===== config.mk =====
export PLATFORM = sky130hd
export DESIGN_NAME = reg32_write_arbiter
export DESIGN_NICKNAME = d
export VERILOG_FILES = /design/src/rtl/reg32_write_arbiter.sv
export SDC_FILE = /design/constraint.sdc
export NUM_CORES = 1
export LEC_CHECK = 0
export BUFFER_PORTS_ARGS = -buffer_cell sky130_fd_sc_hd__buf_4
export CELL_PAD_IN_SITES_DETAIL_PLACEMENT = 0
export CELL_PAD_IN_SITES_GLOBAL_PLACEMENT = 1
export CORE_ASPECT_RATIO = 1.5
export CORE_MARGIN = 1.5
export CORE_UTILIZATION = 36
export CTS_CLUSTER_SIZE = 14
export DETAILED_ROUTE_END_ITERATION = 8
export PLACE_DENSITY_LB_ADDON = 0.1
export SLEW_MARGIN = 20
export SYNTH_ARGS = -nofsm -noshare
export SYNTH_HDL_FRONTEND = slang
export SYNTH_SLANG_ARGS = --single-unit

===== constraint.sdc =====
create_clock -name clk -period 2.8 [get_ports clk]
set_clock_uncertainty 0.1 [all_clocks]
set_input_delay 0.14 -clock clk [delete_from_list [all_inputs] [get_ports clk]]
set_output_delay 0.14 -clock clk [all_outputs]
set_load 0.005 [all_outputs]

===== src/rtl/reg32_write_arbiter.sv =====
// Round-robin write arbiter that shares one external CE-gated register among NREQ writers.
// Each transaction uses one IDLE->GRANT cycle: the grant edge latches D and raises CE for exactly one cycle.
module reg32_write_arbiter #(
   parameter int NREQ = 2,
   parameter int DW   = 32
) (
   input  logic                clk,
   input  logic                rst,
   input  logic [NREQ-1:0]     req,
   input  logic [NREQ*DW-1:0]  wdata,
   output logic [NREQ-1:0]     gnt,
   output logic                reg_ce,
   output logic [DW-1:0]       reg_d,
   output logic                busy,
   output logic [15:0]         wr_count
);

   localparam int PW = $clog2(NREQ);
   localparam int SW = PW + 1;

   typedef enum logic {IDLE, GRANT} state_t;

   state_t            state_q,    state_d;
   logic [PW-1:0]     rr_ptr_q,   rr_ptr_d;
   logic [PW-1:0]     win_q,      win_d;
   logic [NREQ-1:0]   gnt_q,      gnt_d;
   logic              reg_ce_q,   reg_ce_d;
   logic [DW-1:0]     reg_d_q,    reg_d_d;
   logic [15:0]       wr_count_q, wr_count_d;

   logic              pick_vld;
   logic [PW-1:0]     pick_idx;
   logic [DW-1:0]     pick_data;
   logic [SW-1:0]     cand_sum;
   logic [PW-1:0]     cand;

   // Scan from rr_ptr upward, wrapping at NREQ; the first live request wins.
   always_comb begin
      pick_vld = 1'b0;
      pick_idx = '0;
      cand_sum = '0;
      cand     = '0;
      for (int k = 0; k < NREQ; k++) begin
         cand_sum = {1'b0, rr_ptr_q} + SW'(k);
         if (cand_sum >= SW'(NREQ)) begin
            cand_sum = cand_sum - SW'(NREQ);
         end
         cand = cand_sum[PW-1:0];
         if (!pick_vld && req[cand]) begin
            pick_vld = 1'b1;
            pick_idx = cand;
         end
      end
   end

   always_comb begin
      pick_data = '0;
      for (int i = 0; i < NREQ; i++) begin
         if (pick_idx == PW'(i)) begin
            pick_data = wdata[i*DW +: DW];
         end
      end
   end

   always_comb begin
      state_d    = state_q;
      rr_ptr_d   = rr_ptr_q;
      win_d      = win_q;
      gnt_d      = '0;
      reg_ce_d   = 1'b0;
      reg_d_d    = reg_d_q;
      wr_count_d = wr_count_q;
      case (state_q)
         IDLE: begin
            if (pick_vld) begin
               win_d    = pick_idx;
               gnt_d    = NREQ'(1) << pick_idx;
               reg_ce_d = 1'b1;
               reg_d_d  = pick_data;
               state_d  = GRANT;
            end
         end
         GRANT: begin
            // Requests are ignored here; the winner drops to lowest priority.
            wr_count_d = wr_count_q + 16'd1;
            if (win_q == PW'(NREQ - 1)) begin
               rr_ptr_d = '0;
            end else begin
               rr_ptr_d = win_q + PW'(1);
            end
            state_d = IDLE;
         end
         default: begin
            state_d = IDLE;
         end
      endcase
   end

   always_ff @(posedge clk or posedge rst) begin
      if (rst) begin
         state_q    <= IDLE;
         rr_ptr_q   <= '0;
         win_q      <= '0;
         gnt_q      <= '0;
         reg_ce_q   <= 1'b0;
         reg_d_q    <= '0;
         wr_count_q <= '0;
      end else begin
         state_q    <= state_d;
         rr_ptr_q   <= rr_ptr_d;
         win_q      <= win_d;
         gnt_q      <= gnt_d;
         reg_ce_q   <= reg_ce_d;
         reg_d_q    <= reg_d_d;
         wr_count_q <= wr_count_d;
      end
   end

   assign gnt      = gnt_q;
   assign reg_ce   = reg_ce_q;
   assign reg_d    = reg_d_q;
   assign busy     = (state_q == GRANT);
   assign wr_count = wr_count_q;

endmodule


# Yosys cells after proc, flatten, opt, wreduce, memory -nomap -nowiden
# Index checks and enable logic that the tools add are counted.
dict set report op_classes {
  reduce_logical 3
  n_lt_le_gt_ge 4
  n_bitwise 1
  n_mux 17
  n_shift 1
  add_sub_neg 5
}
# operator count
set op_table {}
lappend op_table {{$mux 32} 1}
lappend op_table {{$add 16x1->16 const B} 1}
lappend op_table {{$mux 1} 13}
lappend op_table {{$lt 1x2->1 const B} 2}
lappend op_table {{$mux 2} 2}
lappend op_table {{$add 1x1->2 const B} 1}
lappend op_table {{$ge 1x2->1 const B} 1}
lappend op_table {{$ge 2x2->1 const B} 1}
lappend op_table {{$pmux 1 s2} 1}
lappend op_table {{$reduce_and 2->1} 1}
lappend op_table {{$shl 1x1->2 const A} 1}
lappend op_table {{$sub 1x1->1 const B} 2}
lappend op_table {{$add 1x1->1 const B} 1}
lappend op_table {{$logic_and 1x1->1} 1}
lappend op_table {{$logic_not 1->1} 1}
lappend op_table {{$not 1->1} 1}
dict set report word_totals {
  output_inout_bits 52
  regBits 54
  in_bits 68
  word_cells 38
}

# Depth between registers and ports, before layout
# Gate-level depths: netlist of run 1.
dict set report logic_depth {
  depth_word 11
  depth_mapped 6
  depth_no_buf 4
}

# Worst setup path after synthesis of run 1
# No wires, ideal clock.
dict set report synth_path {
  path_type {reg-to-reg}
  startpoint {reg wr_count_q[0], in the netlist wr_count[0]}
  endpoint {reg wr_count_q[12], in the netlist wr_count[12]}
  required_ns 2.621
  arrival_ns 1.259
  path_slack_ns 1.362
  setup_time_ns 0.079
  stages_incl_launch_ff 5
  cell_sequence {dfrtp_1 > ha_1 > nand3_2 > nor4_2 > xor2_1}
}
dict set report synth_between {
  elab_chain_cells 1
}
# item line
set synth_lines {}
lappend synth_lines {{from (decl)} 29} ;# logic [15:0] wr_count_q, wr_count_d;
lappend synth_lines {{from (signal assigned)} 115} ;# wr_count_q <= wr_count_d;
lappend synth_lines {{$add 16x1->16} 85} ;# wr_count_d = wr_count_q + 16'd1;
# Every way passes these cells.
# A chain may end at the register's enable or synchronous reset.

# Worst setup path in the final report of run 1
dict set report layout_path {
  startpoint {reg rr_ptr_q}
  endpoint {reg reg_d_q[26], in the netlist reg_d[26]}
}
dict set report layout_between {
  elab_chain_cells 9
  word_cells_on_any_way 19
  cone_classes {add/sub (3); order compare (2); mux (11); reduce/logical (3)}
}
# item line
set layout_lines {}
lappend layout_lines {{from (decl)} 24} ;# logic [PW-1:0] rr_ptr_q, rr_ptr_d;
lappend layout_lines {{from (signal assigned)} 110} ;# rr_ptr_q <= rr_ptr_d;
lappend layout_lines {{$ge 1x2->1 / $sub 1x1->1 (equally long branches)} {45, 46}}
lappend layout_lines {{$mux 1} 45} ;# if (cand_sum >= SW'(NREQ)) begin
lappend layout_lines {{$mux 1 (implied by the code) (2 in a row)} 49} ;# if (!pick_vld && req[cand]) begin
lappend layout_lines {{$mux 1} 49}
lappend layout_lines {{$logic_not 1->1} 49}
lappend layout_lines {{$logic_and 1x1->1} 49}
lappend layout_lines {{$mux 1} 49}
lappend layout_lines {{$mux 32 / $reduce_and 2->1 (equally long branches)} n/a}
lappend layout_lines {{to (signal assigned)} 114} ;# reg_d_q <= reg_d_d;
lappend layout_lines {{to (decl)} 28} ;# logic [DW-1:0] reg_d_q, reg_d_d;
# Parallel ways exist; a longest one is shown, timed or not. The select of a mux whose other input is x is not followed.

==> impl_metrics.toml, run 1 <==
[status]
outcome = "finished, violations left"
violations = "DRC"

[yosys]
synth_top_cell_area_share_pct = 52.06
synth_cell_types = 27
syn_inst = 262
ys_seq_elements = 53
syn_avg_cell_area_um2 = 9.723
seq_area_frac_synth_pct = 52.06
yosysWarnings = 0
syn_area_um2 = 2547
netlist_top_cells_area = "dfrtp_1 52%, a31oi_1 5.2%, o21ai_0 4.7%, a21oi_1 4.3%, nor2_1 4.1%"
synth_fp_nets = 331
synth_largest_area_cell = "dfrtp_1"

[placed_design]
dpl.hpwl_um = 4960
gp_congestion = 0.7649
port_buffers = 119

[setup_path]
arrival_ns = 2.00
path_max_fanout = 25
critPathLaunchType = "flop"
r2r_slack_ns = 0.88
critPathSlowestCell = "nand2b_1"
crit_chain = "nand2b_1 -> buf_4 -> a31oi_1 -> a21oi_1"
crit_type = "flop to flop"
critPathMaxStageDelay_ns = 0.62
end_kind = "flop"
required_ns = 2.88

[clock_tree]
cts_sinks = 53
clock_latency_ns = 0.30
cts.reportedPaths.clkPinSlew_ns = 0.10
ctsHoldBuffers = 26
cts_root_buffer = "clkbuf_8"
htree_levels = 2
cts_resized = 0
post-cts-setup-buffers = 0
cts_buffers = 5
cts_buffer_depth = 2
cts_tree = "done"

[timing]
max_freq_ghz = 0.5219
setup_viol = 0
layout_min_cycle_time_ns = 1.916
worst_slew_pin_slew_ns = 1.015
rsz0062_at_grt = "no"
slew_viol_final = 0
finalHoldViolCount = 0
setup_tns_ns = 0
fin_crit_sh_pct = 68.43
slew_headroom_pct = 32.32
holdWs_ns = 0.008432

[floorplanning]
die_area_um2 = 7600
ios = 120
start_util_pct = 37.18
die_w_um = 71.69
core_um2 = 6852
dieHeight_um = 106.0
fp-row-count = 37

[detailed_routing]
routed_wl_um = 7437
wl_per_cell_um = 15.56
vias_per_cell = 5.142
first_iter_violations = 126
vias = 2458
drc = 5
detail-route-antenna-nets = 0
drt_first_pass_iters = 8

[cells_and_area]
drive_gt1_share_pct = 36.25
area_growth_pct = 50.20
n_fill_cell = 639
multi_input_area_um2 = 1095
nets = 468
regArea_um2 = 1326
diodes = 0

[power_and_ir_drop]
power_density_nw_per_um2 = 593.2
power_mw = 2.270
leakagePower_nw = 1.771
peakVddDrop_v = 0.0004230

[grt]
grt_pass1_vias = 2530
grt_max_degree = 36
antenna_found_initial = 0
grt-ovfl-total = 0
grt_pass1_wl_um = 11950
globalRouteTotalUtil_pct = 19.70

[min_path]
min_path_type = "input port to flop"

[run]
drv_cap = 0
## cell type report
cell class                 count  area share [%]
clock buffer                   6           1.897
clock inverter                 2          0.2616
inverter                       5          0.4905
multi-input combinational    182           28.61
sequential                    53           34.66
tap                           78           2.551
timing repair buffer         152           31.52
## metrics by stage
step                area (um^2)  setup slack [ns]  cells  util (%)
floorplan                  2547             1.274    262         -
CTS                        3826            0.8484    478     55.84
detailed placement         3483            0.7542    444     50.84
finish                     3826            0.8839    478     55.84
global placement           3483            0.8268    444     50.84
global route               3826            0.6873    478     55.84
## placed cells by master, fill, tap and decap left out
| cell type | synthesis | routed |
|---|---|---|
| a21oi_1 | 22 | 22 |
| a31oi_1 | 21 | 21 |
| a32oi_1 | 11 | 11 |
| buf_4 | 1 | 126 |
| clkbuf_1 | 9 | 1 |
| clkbuf_8 | 0 | 5 |
| clkinv_2 | 0 | 2 |
| dfrtp_1 | 53 | 53 |
| dlygate4sd3_1 | 0 | 26 |
| ha_1 | 1 | 1 |
| inv_1 | 4 | 3 |
| inv_2 | 1 | 2 |
| mux2_2 | 1 | 1 |
| nand2_1 | 18 | 18 |
| nand2b_1 | 1 | 1 |
| nand3_1 | 2 | 2 |
| nand3_2 | 1 | 1 |
| nand4_1 | 5 | 5 |
| nand4_4 | 2 | 2 |
| nor2_1 | 28 | 28 |
| nor2b_1 | 12 | 12 |
| nor3_1 | 3 | 3 |
| nor4_2 | 5 | 5 |
| o21ai_0 | 24 | 24 |
| o21ai_1 | 9 | 9 |
| o21bai_2 | 1 | 1 |
| xnor2_1 | 5 | 5 |
| xor2_1 | 10 | 10 |
## cell families (layout without fill, tap and decap cells)
kind of cell	count (synthesis)	in the layout	share of synthesized area, %
simple gates	77	77	16.70
fa+ha+maj	1	1	0.4911
xor+xnor	15	15	5.157
mux	1	1	0.4420
compound gates	88	88	20.19
buf+inv	27	165	4.960
flops	53	53	52.06
## path summary, 6_finish.rpt
| check | start | endpoint | cells past startpoint |
|---|---|---|---|
| max in group asynchronous | rst | wr_count[6] | 4 |
| hold / removal | wdata[27] | reg_d[27] | 3 |
| setup reg to reg | rr_ptr_q | reg_d[26] | 4 |
| min in group asynchronous | rst | reg_d[12] | 3 |
| hold reg to reg | win_q | rr_ptr_q | 1 |
| setup / recovery | rr_ptr_q | reg_d[26] | 4 |
## registers in the layout (all words and copies together) (netlist names)
register  count
gnt           2
reg_d        32
reg_ce        1
rr_ptr_q      1
win_q         1
wr_count     16
## metal layers
metal | vias to the layer above | track usage [%] | wire [um]
li1 | 1206 | - | -
met1 | 1170 | 24.03 | 3098
met2 | 80 | 35.71 | 3919
met3 | 2 | 2.654 | 374
met4 | 0 | 5.391 | 44
met5 | - | 0 | 0
## critical path: cells and delay by family, from the launching register on
family	cells	cell delay, ns
AOI/OAI and AO/OA	2	0.26
and+or+nand+nor	1	0.62
buffers and inverters	1	0.41
DFF	1	0.40
## synthesized netlist by cell type
library cell and instances:
mux2_2 1, o21bai_2 1, nand2_1 18, buf_4 1, nand3_2 1, nor3_1 3
xnor2_1 5, nor4_2 5, nor2_1 28, nand3_1 2, ha_1 1, inv_2 1
o21ai_0 24, o21ai_1 9, nand4_1 5, nand4_4 2, buf_6 1, a31oi_1 21
clkbuf_1 9, dfrtp_1 53, nand2b_1 1, inv_1 4, nor2b_1 12, buf_2 11
a32oi_1 11, xor2_1 10, a21oi_1 22
## power by group
part	switching (mW)	internal, mW
clock network	0.250	0.174
registers	0.168	0.928
logic	0.330	0.420
No activity file was read; power rests on OpenSTA's default activity.
==> inputs of run 2 (changes only) <==
- ABC_AREA: default -> 1
- CORE_UTILIZATION: 36 -> 32
- clock period: 2.8 -> 1.9 ns (I/O delays scaled with it)
==> impl_metrics.toml, run 2 <==
[status]
outcome = "completed"

[cells_and_area]
diodes = 0
drive_gt1_share_pct = 30.34
largest_reg_flops = 32
layout_commonest_cell = "buf_4"
area_growth_pct = 70.24
final_cell_mix = "124 x buf_4, 85 x nand2_1, 65 x dlygate4sd3_1, 53 x dfrtp_1, 42 x a21oi_1"
nets = 537
n_fill_cell = 708

[yosys]
synth_fp_nets = 354
yosysWarnings = 0
synth_largest_area_cell = "dfrtp_1"
seq_area_frac_synth_pct = 54.39
ys.flop_type = "dfrtp_1"
syn_area_um2 = 2439
synth_top_cells_by_count = "85 x nand2_1, 53 x dfrtp_1, 42 x a21oi_1, 31 x nor2_1, 17 x nand3_1"
syn_avg_cell_area_um2 = 8.556
synth_top_cell_area_share_pct = 54.39
yosysMostFrequentCell = "nand2_1"
synth-edff-count = 0
netlist_top_cells_area = "dfrtp_1 54%, nand2_1 13%, a21oi_1 8.6%, nor2_1 4.8%, nand3_1 3.5%"
async_reset_ff_share_pct = 100.0
syn_inst = 285
synth_cell_types = 25
ys_seq_elements = 53

[clock_tree]
htree_levels = 2
cts_buffers = 5
cts_buffer_depth = 2
cts_sinks = 53
post-cts-setup-buffers = 0
cts_root_buffer = "clkbuf_8"
clock_latency_ns = 0.30
cts_tree = "done"
cts.reportedPaths.clkPinSlew_ns = 0.09

[detailed_routing]
detail-route-antenna-nets = 0
routed_wl_um = 7395
vias_per_cell = 4.505
drt_first_pass_iters = 4
wl_per_cell_um = 13.02
vias = 2559
drc = 0
first_iter_violations = 72

[floorplanning]
die_area_um2 = 8164
ios = 120
core_um2 = 7322
fp-row-count = 38
start_util_pct = 33.30
die_w_um = 74.28
dieHeight_um = 109.9

[setup_path]
r2r.worst_path.cells = 6
end_kind = "flop"
timing.rr.end = "reg_d[27]"
crit_chain = "inv_1 -> nand2_1 -> nand2_2 -> inv_1 -> nand2_1 -> a21oi_1"
critPathMaxStageDelay_ns = 0.57
crit_type = "flop to flop"
regToRegStartpoint = "rr_ptr_q"
r2r_slack_ns = 0.19
required_ns = 2.01
path_max_fanout = 21
arrival_ns = 1.82
critPathLaunchType = "flop"
critPathSlowestCell = "inv_1"

[grt]
grt_pass1_wl_um = 11770
grt_max_degree = 24
antenna_found_initial = 0
grt-ovfl-total = 0
grt_pass1_vias = 2732
globalRouteTotalUtil_pct = 18.53

[timing]
layout_setup_ws_ns = 0.1943
setup_tns_ns = 0
finalHoldViolCount = 0
setup_viol = 0
fin_crit_sh_pct = 89.77
slew_headroom_pct = 48.45
rsz0062_at_grt = "no"
worst_slew_pin_slew_ns = 0.7703
layout_min_cycle_time_ns = 1.706
slew_viol_final = 0
max_freq_ghz = 0.5863

[run]
drv_cap = 0

[placed_design]
dpl.hpwl_um = 5021
port_buffers = 119
gp_congestion = 0.7518
dp_worst_setup_slack_ns = 0.2548

[power_and_ir_drop]
power_density_nw_per_um2 = 792.9
leakagePower_nw = 2.078
peakVddDrop_v = 0.0004763
power_mw = 3.292

[min_path]
min_path_type = "input port to asynchronous set/reset pin"
==> run 2: changes by cell type after synthesis, moves of 5 or more <==
cell,before,now
inv_1,4,15
nor2b_1,12,0
a21oi_1,22,42
a31oi_1,21,0
nand2_1,18,85
clkbuf_1,9,0
nor4_2,5,0
nand3_1,2,17
o21ai_0,24,3
a32oi_1,11,0
o21ai_1,9,0
==> run 2: worst max path at each step <==
stage                     startpoint         to  slack [ns]  depth (start not counted)
after floorplan                  rst     gnt[0]        0.42                          1
after global placement        reg_ce  reg_d[24]        0.27                          5
after detailed placement    rr_ptr_q  reg_d[27]        0.25                          6
after CTS                   rr_ptr_q  reg_d[27]        0.23                          6
after global routing        rr_ptr_q   reg_d[3]        0.03                          6
final                       rr_ptr_q  reg_d[27]        0.19                          6
==> run 2: timing repair <==
item,in CTS,in global routing
hold buffers,65,0
endpoints found under the setup margin,0,0
hold endpoints to repair,85,0
gates resized for setup,0,0
==> run 2: layout make-up <==
cell class | instances | area [um^2] | share of cell area, %
inverter | 18 | 70.07 | 1.688
sequential | 53 | 1326 | 31.95
clock buffer | 7 | 86.33 | 2.080
timing repair buffer | 189 | 1582 | 38.10
multi-input combinational | 201 | 962.2 | 23.18
tap | 100 | 125.1 | 3.014
==> run 2: logic make-up after synthesis <==
kind of cell / Yosys count / share of synthesized area [%]
AO/OA/AOI/OAI: 46 / 9.902
buffers and inverters: 31 / 6.157
AND/OR/NAND/NOR: 144 / 25.14
flip-flops: 53 / 54.39
adder cells (fa/ha/maj): 1 / 0.5130
XOR/XNOR: 10 / 3.900
==> run 2: power breakdown <==
part           switching [mW]  internal (mW)  total [mW]
Sequential              0.198           1.36        1.56
Clock                   0.346          0.290       0.636
Combinational           0.479          0.617        1.10
==> run 2: metal layers <==
metal | vias up | share of wire (%) | global-route usage [%]
li1 | 1268 | - | -
met1 | 1202 | 40 | 20.61
met2 | 77 | 54 | 33.93
met3 | 12 | 4.7 | 3.941
met4 | 0 | 1.6 | 6.623
met5 | - | 0 | 0
==> run 2: worst max-delay path: cells and delay by family (launching register included) <==
family          cells  cell delay (ns)
compound gates      1             0.23
buf+inv             2             0.61
flops               1             0.35
simple gates        3             0.34
==> run 2: per-stage QoR <==
stage / instances / hold WS [ns] / util [%] / instance area [um^2]
floorplan: 285 / 0.1149 / - / 2439
global placement: 496 / -0.07635 / 46.63 / 3415
detailed placement: 496 / -0.07001 / 46.63 / 3415
CTS: 568 / 0.1524 / 56.70 / 4151
global route: 568 / 0.1757 / 56.70 / 4151
finish: 568 / 0.1652 / 56.70 / 4151
==> inputs of run 3 (changes only) <==
--- a/config.mk
+++ b/config.mk
@@ -16,4 +16,5 @@
 export DETAILED_ROUTE_END_ITERATION = 8
 export PLACE_DENSITY_LB_ADDON = 0.1
+export RECOVER_POWER = 50
 export SLEW_MARGIN = 20
 export SYNTH_ARGS = -nofsm -noshare
==> constraint.sdc (replaced) <==
create_clock -name clk -period 1.9 [get_ports clk]
set_clock_uncertainty 0.1 [all_clocks]
set_input_delay 0.38 -clock clk [delete_from_list [all_inputs] [get_ports clk]]
set_output_delay 0.38 -clock clk [all_outputs]
set_load 0.005 [all_outputs]
==> impl_metrics.toml, run 3 (synthesis gave the netlist of run 2 again) <==
[status]
outcome = "completed"

[min_path]
min_path_type = "input port to flop"
holdPathStages = 3

[clock_tree]
cts_root_buffer = "clkbuf_8"
ctsHoldBuffers = 0
cts_buffer_depth = 2
cts_sinks = 53
cts_tree = "done"
cts_resized = 0
clock_latency_ns = 0.30
post-cts-setup-buffers = 0
htree_levels = 2
cts_buffers = 5
cts.reportedPaths.clkPinSlew_ns = 0.10

[grt]
globalRouteTotalUtil_pct = 16.86
grt_pass1_vias = 2477
antenna_found_initial = 0
grt_max_degree = 54
grt_pass1_wl_um = 10720
grt-ovfl-total = 0

[cells_and_area]
layout_commonest_cell = "buf_4"
nets = 474
area_growth_pct = 44.59
drive_gt1_share_pct = 34.24
postLayoutCellArea_um2 = 3526
final_cell_mix = "104 x buf_4, 86 x nand2_1, 53 x dfrtp_1, 42 x a21oi_1, 31 x nor2_1"
largest_reg_flops = 32
diodes = 0
n_fill_cell = 772

[power_and_ir_drop]
power_density_nw_per_um2 = 938.1
power_mw = 3.308
pwr-share-seq_pct = 46.9
clkPwrFrac_pct = 24.2
peakVddDrop_v = 0.0004961
leakagePower_nw = 1.814
p_comb_share_pct = 28.9
intPower_mw = 2.304
p_switching_mw = 1.004
sw_frac_of_total_pct = 30.35

[floorplanning]
die_area_um2 = 8164
ios = 120
dieHeight_um = 109.9
fp-row-count = 38
die_w_um = 74.28
core_um2 = 7322
start_util_pct = 33.30

[placed_design]
placedInstanceArea_um2 = 3442
dp_worst_setup_slack_ns = 0.3693
gp_congestion = 0.7945
dpl.hpwl_um = 4801
port_buffers = 119

[detailed_routing]
wl_per_cell_um = 13.08
drc = 0
drt_first_pass_iters = 4
routed_wl_um = 6616
detail-route-antenna-nets = 0
vias_per_cell = 4.623
vias = 2339
first_iter_violations = 80

[timing]
max_freq_ghz = 0.6421
fin_crit_sh_pct = 81.96
rsz0062_at_grt = "no"
layout_setup_ws_ns = 0.3427
worst_slew_pin_slew_ns = 1.362
slew_viol_final = 0
setup_tns_ns = 0
slew_headroom_pct = 9.187
finalHoldViolCount = 0
layout_min_cycle_time_ns = 1.557
setup_viol = 0

[setup_path]
path_max_fanout = 15
end_kind = "flop"
arrival_ns = 1.69
crit_type = "flop to flop"
required_ns = 2.03
critPathLaunchType = "flop"
r2r.worst_path.cells = 6

[run]
drv_cap = 0
==> run 3: path summary, 6_finish.rpt <==
path / slack [ns] / start / endpoint
setup reg to reg: 0.34 / rr_ptr_q / reg_d[27]
setup / recovery: 0.34 / rr_ptr_q / reg_d[27]
hold / removal: 0.18 / wdata[8] / reg_d[8]
max in group asynchronous: 0.45 / rst / reg_d[12]
min in group asynchronous: 0.44 / rst / wr_count[7]
hold reg to reg: 0.39 / win_q / rr_ptr_q
==> run 3: cell type report <==
class	instances	area (um^2)	share of cell area [%]
Timing Repair Buffer	126	928.4	26.33
Inverter	18	70.07	1.987
Multi-Input combinational cell	201	959.7	27.22
Tap cell	100	125.1	3.549
Sequential cell	53	1326	37.62
Clock buffer	7	86.33	2.449
Clock inverter	1	30.03	0.8517
==> run 3: critical path, stage by stage (launching register included) <==
cell and delay, ns:
dfrtp_1 0.39, inv_1 0.05, nand2_1 0.04, nand2_1 0.38, buf_4 0.29, a21oi_1 0.09
a21oi_1 0.14
==> run 3: power by group through the flow <==
stage                     Clock (mW)  Combinational (mW)  Sequential [mW]
after CTS                      0.829                1.01             1.56
after floorplan                    0               0.432             1.56
after global routing           0.868                1.08             1.59
after detailed placement           0                1.01             1.58
final                          0.801               0.956             1.55
after global placement             0               0.998             1.58
==> run 3: stage by stage <==
| step | instances | utilization, % | hold slack, ns |
|---|---|---|---|
| finish | 506 | 48.15 | 0.1798 |
| global route | 506 | 48.15 | 0.1715 |
| CTS | 506 | 48.60 | 0.02848 |
| detailed placement | 498 | 47.01 | 0.3685 |
| global placement | 498 | 47.01 | 0.3574 |
| floorplan | 285 | - | 0.3355 |
==> run 3: per-layer routing <==
| layer | part of all wire [%] | GRT usage (%) | vias up |
|---|---|---|---|
| met2 | 53 | 30.36 | 85 |
| met3 | 6.3 | 3.850 | 13 |
| met1 | 39 | 19.13 | 1100 |
| met4 | 1.6 | 5.844 | 0 |
| li1 | - | - | 1141 |
| met5 | 0 | 0 | - |
